==> src/rtl/io_input_sequencer.sv <==
// Stalls the PC on an IN instruction until a debounced release-then-press of confirm,
// then writes the extended switch word to the destination register for one cycle.
module io_input_sequencer #(
    parameter int DEBOUNCE_CYCLES = 16,
    parameter bit SIGN_EXT        = 1'b1
) (
    input  logic        clock,
    input  logic        reset,
    input  logic        in_instr,
    input  logic [4:0]  dest_reg,
    input  logic [15:0] switches,
    input  logic        confirm,
    input  logic        abort,
    output logic        halt,
    output logic        reg_write,
    output logic [4:0]  write_register,
    output logic [31:0] write_data,
    output logic        busy
);

    localparam int CW = (DEBOUNCE_CYCLES > 1) ? $clog2(DEBOUNCE_CYCLES) : 1;
    localparam logic [CW-1:0] CNT_LAST = CW'(DEBOUNCE_CYCLES - 1);

    typedef enum logic [1:0] {
        IDLE         = 2'd0,
        WAIT_RELEASE = 2'd1,
        WAIT_PRESS   = 2'd2,
        WRITE        = 2'd3
    } state_t;

    state_t         state;
    state_t         next_state;
    logic [CW-1:0]  cnt;
    logic [4:0]     wr_addr;
    logic [31:0]    wr_data;
    logic [31:0]    ext_switches;
    logic           cancel;
    logic           awaited;
    logic           settled;

    assign ext_switches = SIGN_EXT ? {{16{switches[15]}}, switches} : {16'h0000, switches};

    // A PC redirect (in_instr dropping) cancels exactly like an explicit abort.
    assign cancel  = abort | ~in_instr;
    assign awaited = ((state == WAIT_RELEASE) & ~confirm) | ((state == WAIT_PRESS) & confirm);
    assign settled = awaited & (cnt == CNT_LAST);

    always_ff @(posedge clock) begin
        if (reset) begin
            state <= IDLE;
        end else begin
            state <= next_state;
        end
    end

    always_comb begin
        next_state = state;
        case (state)
            IDLE:         if (in_instr && !abort) next_state = WAIT_RELEASE;
            WAIT_RELEASE: if (cancel) next_state = IDLE;
                          else if (settled) next_state = WAIT_PRESS;
            WAIT_PRESS:   if (cancel) next_state = IDLE;
                          else if (settled) next_state = WRITE;
            WRITE:        next_state = IDLE;
            default:      next_state = IDLE;
        endcase
    end

    always_ff @(posedge clock) begin
        if (reset) begin
            cnt     <= '0;
            wr_addr <= '0;
            wr_data <= '0;
        end else begin
            if (next_state != state) begin
                cnt <= '0;
            end else if (awaited) begin
                cnt <= cnt + 1'b1;
            end else begin
                cnt <= '0;
            end
            if (state == IDLE && next_state == WAIT_RELEASE) begin
                wr_addr <= dest_reg;
            end
            if (state == WAIT_PRESS && next_state == WRITE) begin
                wr_data <= ext_switches;
            end
        end
    end

    always_comb begin
        halt      = ((state == IDLE) & in_instr & ~abort)
                  | (state == WAIT_RELEASE) | (state == WAIT_PRESS);
        // A reset landing on the write cycle must not let the pulse through.
        reg_write = (state == WRITE) & ~reset;
        busy      = (state != IDLE);
    end

    assign write_register = wr_addr;
    assign write_data     = wr_data;

endmodule
==> config.mk <==
export PLATFORM = sky130hd
export DESIGN_NAME = io_input_sequencer
export DESIGN_NICKNAME = d
export VERILOG_FILES = /design/src/rtl/io_input_sequencer.sv
export SDC_FILE = /design/constraint.sdc
export NUM_CORES = 1
export LEC_CHECK = 0
export CAP_MARGIN = 20
export CORE_MARGIN = 2
export CORE_UTILIZATION = 40
export CTS_BUF_LIST = sky130_fd_sc_hd__clkbuf_4
export DETAILED_ROUTE_END_ITERATION = 7
export PLACE_DENSITY_LB_ADDON = 0.08
export SLEW_MARGIN = 40
export SYNTH_ARGS = -nofsm -noshare
export SYNTH_HDL_FRONTEND = slang
export SYNTH_SLANG_ARGS = --single-unit
export TNS_END_PERCENT = 50
==> constraint.sdc <==
create_clock -name clock -period 1.7 [get_ports clock]
set_clock_uncertainty 0.05 [all_clocks]
set_input_delay 0.255 -clock clock [delete_from_list [all_inputs] [get_ports clock]]
set_output_delay 0.255 -clock clock [all_outputs]
set_load 0.01 [all_outputs]
### Word level (Yosys, flattened, before mapping)

Cells that the tools add are included.

| operators by class | value |
|---|---|
| add/subtract/negate cells | 1 |
| equality and inequality tests | 7 |
| mux-type cells | 6 |
| bitwise gates (word level) | 15 |
| reductions and logical operators | 7 |

Operators by type and width:

| kind | number |
|---|---|
| two-way mux 2 bit | 5 |
| case mux 2 bit (4 select lines) | 1 |
| AND 1 bit | 6 |
| == test 2 bit (second input constant) | 3 |
| inverter 1 bit | 5 |
| adder 4 x 1 -> 4 bit (second input constant) | 1 |
| == test 2 x 1 -> 1 bit (second input constant) | 2 |
| == test 4 bit (second input constant) | 1 |
| OR 1 bit | 4 |
| logical AND 1 bit | 3 |
| OR reduction 3 bit | 1 |
| logical NOT 2 bit | 1 |
| != test 2 bit | 1 |
| nonzero test 2 bit | 1 |
| logical NOT 1 bit | 1 |

| word-level totals | value |
|---|---|
| register bits | 27 |
| input port bits | 26 |
| output and inout port bits | 40 |
| word-level logic and storage cells | 40 |

### Logic depth before layout (Yosys ltp)

Gate-level depths: netlist of the first run.

| logic depth | value |
|---|---|
| word-level depth | 9 |
| mapped depth | 6 |
| depth with buffers taken out | 4 |

### Least setup slack after synthesis of the first run

Ideal clock, no wire load.

| path | value |
|---|---|
| kind | reg-to-reg |
| start | register cnt[0] |
| end | register wr_data[0], in the netlist write_data[0] |
| library setup time | 0.072 ns |
| data arrival time | 1.355 ns |
| required time | 1.578 ns |
| path slack | 0.224 ns |
| stages on the path, launching flop included | 7 |
| buffers on the path | 2 |
| clock period less this slack | 1.476 ns |
| cells stage by stage | dfxtp_1 ha_1 nand3_1 and4bb_1 buf_6 buf_12 mux2i_1 |

| on the way | value |
|---|---|
| longest elaborated chain between the ends | 7 |
| elaborated cells on any way between the ends | 9 |
| classes of those cells | eq/ne: 2; mux: 5; bitwise: 1; reduce/logical: 1 |

RTL lines:

| item | RTL line | RTL |
|---|---|---|
| start, declared | 33 | `logic [CW-1:0] cnt;` |
| start signal, assigned | 78 | `cnt <= cnt + 1'b1;` |
| == test 4 bit (*) | 46 | `assign settled = awaited & (cnt == CNT_LAST);` |
| AND 1 bit (*) | 46 |  |
| two-way mux 2 bit, on equally long branches | 63, 61 |  |
| two-way mux 2 bit, on equally long branches | 62, 60 |  |
| case mux 2 bit (4 select lines) (*) | 58 | `case (state)` |
| == test 2 bit (*) | 85 | `if (state == WAIT_PRESS && next_state == WRITE) begin` |
| logical AND 1 bit (*) | 85 |  |
| end signal, assigned | 86 | `wr_data <= ext_switches;` |
| end, declared | 35 | `logic [31:0] wr_data;` |

Every way passes the cells marked *; elsewhere a longest branch is shown, timed or not.
A chain may end at the register's enable or synchronous reset.

### Worst setup path in the final report of the first run

| path | value |
|---|---|
| start | register, netlist name write_data[15] |
| end | output port write_data[21] |

RTL lines:

| item | RTL line | RTL |
|---|---|---|
| end, declared | 17 | `output logic [31:0] write_data,` |

No word-level cell between the ends.

==> results of run 1 <==
## state kept, by name (all words and copies together), names as in the netlist
register	count
write_register	5
cnt	4
write_data	16
state	2
## layout make-up
cell class / count / area share
Clock buffer: 3 / 0.01154
Clock inverter: 1 / 0.002564
Inverter: 2 / 0.003846
Multi-Input combinational cell: 86 / 0.2833
Sequential cell: 27 / 0.2795
Tap cell: 44 / 0.02821
Timing Repair Buffer: 75 / 0.3910
## cell usage after synthesis (2+ instances only)
cell      count
nand3_1       2
nand2b_1      2
mux2i_1      21
nor2_1       10
nand2_1      33
dfxtp_1      27
buf_4        16
clkbuf_1      3
a21oi_1       3
## per-stage QoR
stage	total power, W	worst slack, ps	instance area (µm²)	std cells
2_1_floorplan	0.0007027	223.6	1261	137
3_3_place_gp	0.0007964	-211.6	1887	234
3_5_place_dp	0.0007989	-258.5	1887	234
4_1_cts	0.001065	-7.670	1914	238
5_1_grt	0.001106	1.309	1952	238
6_report	0.001043	69.53	1952	238
## layout by cell type, fill, tap and decap left out, types with 2 or more instances in the layout
cell type        netlist  routed
mux2i_1               21      21
a21oi_1                3       3
buf_4                 16       9
nand2_1               33      33
nor2_1                10      10
dlymetal6s2s_1         0      13
dfxtp_1               27      25
nand2b_1               2       2
clkdlybuf4s50_1        0      49
clkbuf_4               0       3
dlygate4sd2_1          0       2
## final timing paths
kind	slack, ps	startpoint	end	depth (start not counted)
worst min register to register	420	write_data[4]$_SDFFE_PP0P_	write_data[4]$_SDFFE_PP0P_	2
worst min-delay path	420	write_data[4]$_SDFFE_PP0P_	write_data[4]$_SDFFE_PP0P_	2
worst max-delay path	70	write_data[15]$_SDFFE_PP0P_	write_data[21]	1
worst max register to register	120	cnt[0]$_SDFF_PP0_	write_data[14]$_SDFFE_PP0P_	5
## power by group
part / total (W) / switching (W) / internal (W)
Clock: 0.000263 / 0.000175 / 0.0000878
Sequential: 0.000641 / 0.00000311 / 0.000638
Combinational: 0.000139 / 0.0000500 / 0.0000892
## cell families after synthesis
kind of cell,Yosys count,share of synthesized area
adder cells (fa/ha/maj),1,0.009919
AND/OR/NAND/NOR,56,0.2113
XOR/XNOR,2,0.01389
flip-flops,27,0.4286
buffers and inverters,24,0.1389
multiplexers,21,0.1667
AO/OA/AOI/OAI,6,0.03076
## routing by layer
| layer | vias to the layer above | GRT usage | share of wire |
|---|---|---|---|
| li1 | 549 | - | - |
| met1 | 480 | 0.1711 | 0.42 |
| met2 | 35 | 0.2780 | 0.52 |
| met3 | 2 | 0.02814 | 0.056 |
| met4 | 0 | 0.05714 | 0.0063 |
| met5 | - | 0 | 0 |
## what timing repair did
action,CTS,global route
pin swaps,0,1
gates cloned,0,0
gates resized for setup,5,18
setup endpoints to repair,20,22
==> flow_summary.yaml, run 1 <==
grt:
  grt_pass1_vias: 989
  grt_max_degree: 35
  grt_pass1_wl_mm: 4.146
  antenna_found_initial: 0
  grt-ovfl-total: 0
  grt.total_usage: 0.1515
die:
  dieArea_um2: 3618
  die_y_um: 60.15
  initial_utilization: 0.4165
  io_pins: 66
  std_cell_rows: 20
  dieWidth_um: 60.15
  core_area_um2: 3028
yosys:
  syn_nets: 164
  syn_area_um2: 1261
  async_flop_share: 0
  ys_types: 29
  synth_top_area_share: 0.4286
  synth_edf_count: 0
  yosysWarnings: 0
  postSynthAreaPerCell_um2: 9.206
  synth_top_cell_by_area: "dfxtp_1"
  yosys_most_used_dff: "dfxtp_1"
  synthCells: 137
  yosysSeqAreaShare: 0.4286
  synth_top_cells_by_area: "dfxtp_1, mux2i_1, nand2_1, buf_4, nor2_1"
  ys_seq_elements: 27
clock_network:
  htree_levels: 1
  clock_sinks: 27
  numCtsBuffers: 3
  postCtsHoldBufs: 0
  cts-root-buf: "clkbuf_4"
  cts_tree: "built"
  clk_pin_slew_ps: 140
  clockBufferDepth: 2
  clk_latency_ps: 310
  postCtsSetupRepairBufs: 0
final_layout:
  area_growth_pct: 54.76
  seq_area_um2: 545.5
  n_fill_cell: 259
  post_route_cells_drive_above_1_share: 0.1082
  multi_input_area_um2: 553.0
  final_core_util: 0.6446
  n_antenna_cell: 0
  nets: 222
timing:
  tns_ps: 0
  rsz0062_at_grt: "false"
  layout_min_cycle_time_ps: 1630
  worst_hold_slack_ps: 417.4
  timing.fmax_mhz: 613.3
  hold_viol: 0
  fin_crit_sh: 0.9591
  slew_viol_final: 0
  worst_slew_pin_slew_ps: 379.9
  setup_viol: 0
  relSlewSlack: 0.7462
detailed_routing:
  vias: 1066
  ant_nets: 0
  wl_per_cell_um: 11.40
  dr.pass1.iters: 3
  drt-total-wl_mm: 2.713
  via_per_inst: 4.479
  drt_iter0_markers: 46
  drc: 0
setup_path:
  path_delay_family: "buffers and inverters"
  cp-start-kind: "register"
  critPathKind: "register to output port"
  crit_arrival_ps: 1330
  path_cells: "clkdlybuf4s50_1"
  worst-path-max-fanout: 18
  critPathCaptureType: "output port"
  cp_num_buf_inv: 1
  crit_path_max_incr_delay_ps: 560
  cpMaxStageDelayCell: "clkdlybuf4s50_1"
  required_ps: 1390
place:
  hpwl_mm: 2.041
  port_buffers: 65
  gp_congestion: 0.8650
power_and_ir_drop:
  power_density_nw_per_um2: 534.3
  peakVddDrop_v: 0.0003179
  leakage_nw: 0.9649
worst_hold_path:
  hold_path_class: "register to register"
run:
  drv_cap: 0
run_status:
  status: "finished, final reports clean"
(Power assumes the default switching activity.)
==> run 2: changes to the inputs <==
TNS_END_PERCENT = 100   (was 50)
==> results of run 2 <==
Final layout, timing and power as in run 1 (identical DEF).
==> run 3: changes to the inputs <==
SKIP_LAST_GASP = 1   (was unset)
==> run 3 against run 2 <==
Sequential cell count unchanged. Setup slack worse by 18 ps. Cell count unchanged. Via count down 0.56%. Routed wire length down 4.3%. Non-clock buffer count unchanged. Maximum frequency down 1.1%. Sequential share of layout area up 0.40 points. Critical path depth unchanged. First-iteration DRC count up 8.7%. Die area unchanged. Largest cell class unchanged. Highest routed layer unchanged.
==> flow_summary.yaml, run 3 (synthesis results as in run 1) <==
final_layout:
  post_route_cells_drive_above_1_share: 0.1031
  finish.instance_area_um2: 1924
  largest_reg_flops: 16
  final_core_util: 0.6355
  mostFrequentLayoutCells: "clkdlybuf4s50_1, nand2_1, dfxtp_1"
  area_growth_pct: 52.58
  n_antenna_cell: 0
  nets: 222
  final_common_cell: "clkdlybuf4s50_1"
setup_path:
  reg2reg_slack_ps: 140
  crit_path_max_incr_delay_ps: 570
  path_cells: "clkdlybuf4s50_1"
  path_delay_family: "buffers and inverters"
  worst-path-max-fanout: 18
  crit_arrival_ps: 1340
  cp_num_buf_inv: 1
  cp-start-kind: "register"
  cpMaxStageDelayCell: "clkdlybuf4s50_1"
  required_ps: 1390
  critPathKind: "register to output port"
  critPathCaptureType: "output port"
die:
  core_area_um2: 3028
  die_y_um: 60.15
  dieArea_um2: 3618
  io_pins: 66
  std_cell_rows: 20
  dieWidth_um: 60.15
  initial_utilization: 0.4165
timing:
  layout_min_cycle_time_ps: 1649
  hold_viol: 0
  rsz0062_at_grt: "true"
  relSlewSlack: 0.7493
  slew_viol_final: 0
  worst_slew_pin_slew_ps: 375.3
  worst_hold_slack_ps: 413.8
  timing.fmax_mhz: 606.5
  fin_crit_sh: 0.9698
  setup_viol: 0
worst_hold_path:
  hold_path_class: "register to register"
run_status:
  status: "finished, final reports clean"
grt:
  grt_pass1_wl_mm: 4.146
  grt_pass1_vias: 989
  grt.total_usage: 0.1515
  grt_max_degree: 35
  antenna_found_initial: 0
  grt-ovfl-total: 0
detailed_routing:
  ant_nets: 0
  dr.max_layer_used: "met4"
  drt-total-wl_mm: 2.596
  via_per_inst: 4.454
  wl_met2_mm: 1.309
  vias: 1060
  dr.pass1.iters: 4
  drc: 0
  drt_iter0_markers: 50
  wl_met1_mm: 1.107
  wl_met3_um: 162
  wl_per_cell_um: 10.91
clock_network:
  postCtsSetupRepairBufs: 0
  cts_tree: "built"
  postCtsHoldBufs: 0
  numCtsBuffers: 3
  clock_sinks: 27
  clockBufferDepth: 2
  htree_levels: 1
  cts-root-buf: "clkbuf_4"
  clk_latency_ps: 310
  clk_pin_slew_ps: 130
power_and_ir_drop:
  p_clk_frac: 0.253
  internal_power_w: 0.0008159
  p_total_w: 0.001045
  p_switching_w: 0.0002293
  power_frac_seq: 0.613
  power_density_nw_per_um2: 543.1
  sw_frac_of_total: 0.2194
  peakVddDrop_v: 0.0003192
  combPwrFrac: 0.134
  leakage_nw: 0.7213
place:
  gp_congestion: 0.8650
  port_buffers: 65
  place_area_um2: 1887
  hpwl_mm: 2.041
run:
  drv_cap: 0
-- run 3: per-layer routing --
| layer | global-route usage | vias up |
|---|---|---|
| met5 | 0 | - |
| met4 | 0.05714 | 0 |
| met3 | 0.02814 | 2 |
| met2 | 0.2780 | 38 |
| met1 | 0.1711 | 472 |
| li1 | - | 548 |
-- run 3: path summary, 6_finish.rpt --
kind | cells past startpoint | start | end
worst max-delay path | 1 | write_data[15]$_SDFFE_PP0P_ | write_data[27]
worst min-delay path | 1 | cnt[0]$_SDFF_PP0_ | cnt[0]$_SDFF_PP0_
worst max register to register | 5 | cnt[0]$_SDFF_PP0_ | write_data[9]$_SDFFE_PP0P_
worst min register to register | 1 | cnt[0]$_SDFF_PP0_ | cnt[0]$_SDFF_PP0_
-- run 3: timing repair --
item | CTS | global route
resized for setup | 5 | 4
pin swaps | 0 | 1
setup endpoints to repair | 20 | 22
gates cloned | 0 | 0
-- run 3: final cells by class --
type	instances	area (µm²)
multi-input combinational	86	553.0
tap	44	55.05
timing repair buffer	75	735.7
fill	270	1104
sequential	27	545.5
inverter	2	7.507
clock inverter	1	5.005
clock buffer	3	22.52
-- run 3: power groups by stage --
stage / clock [W] / combinational [W] / sequential [W]
2_1_floorplan: 0 / 0.0000420 / 0.000661
3_3_place_gp: 0 / 0.000140 / 0.000657
3_5_place_dp: 0 / 0.000142 / 0.000657
4_1_cts: 0.000282 / 0.000141 / 0.000642
5_1_grt: 0.000311 / 0.000153 / 0.000642
6_report: 0.000264 / 0.000140 / 0.000641
-- run 3: metrics by stage --
step | setup TNS, ps | setup slack, ps | std cells
2_1_floorplan | 0 | 223.6 | 137
3_3_place_gp | -312.7 | -211.6 | 234
3_5_place_dp | -369.9 | -258.5 | 234
4_1_cts | -7.670 | -7.670 | 238
5_1_grt | -393.7 | -35.08 | 238
6_report | 0 | 51.26 | 238
-- run 3: worst register-to-register path, stage by stage, from the launching register on --
cell      delay, ps
dfxtp_1         380
ha_1            230
nand3_2         120
and4bb_1        330
buf_12          180
mux2i_1         210
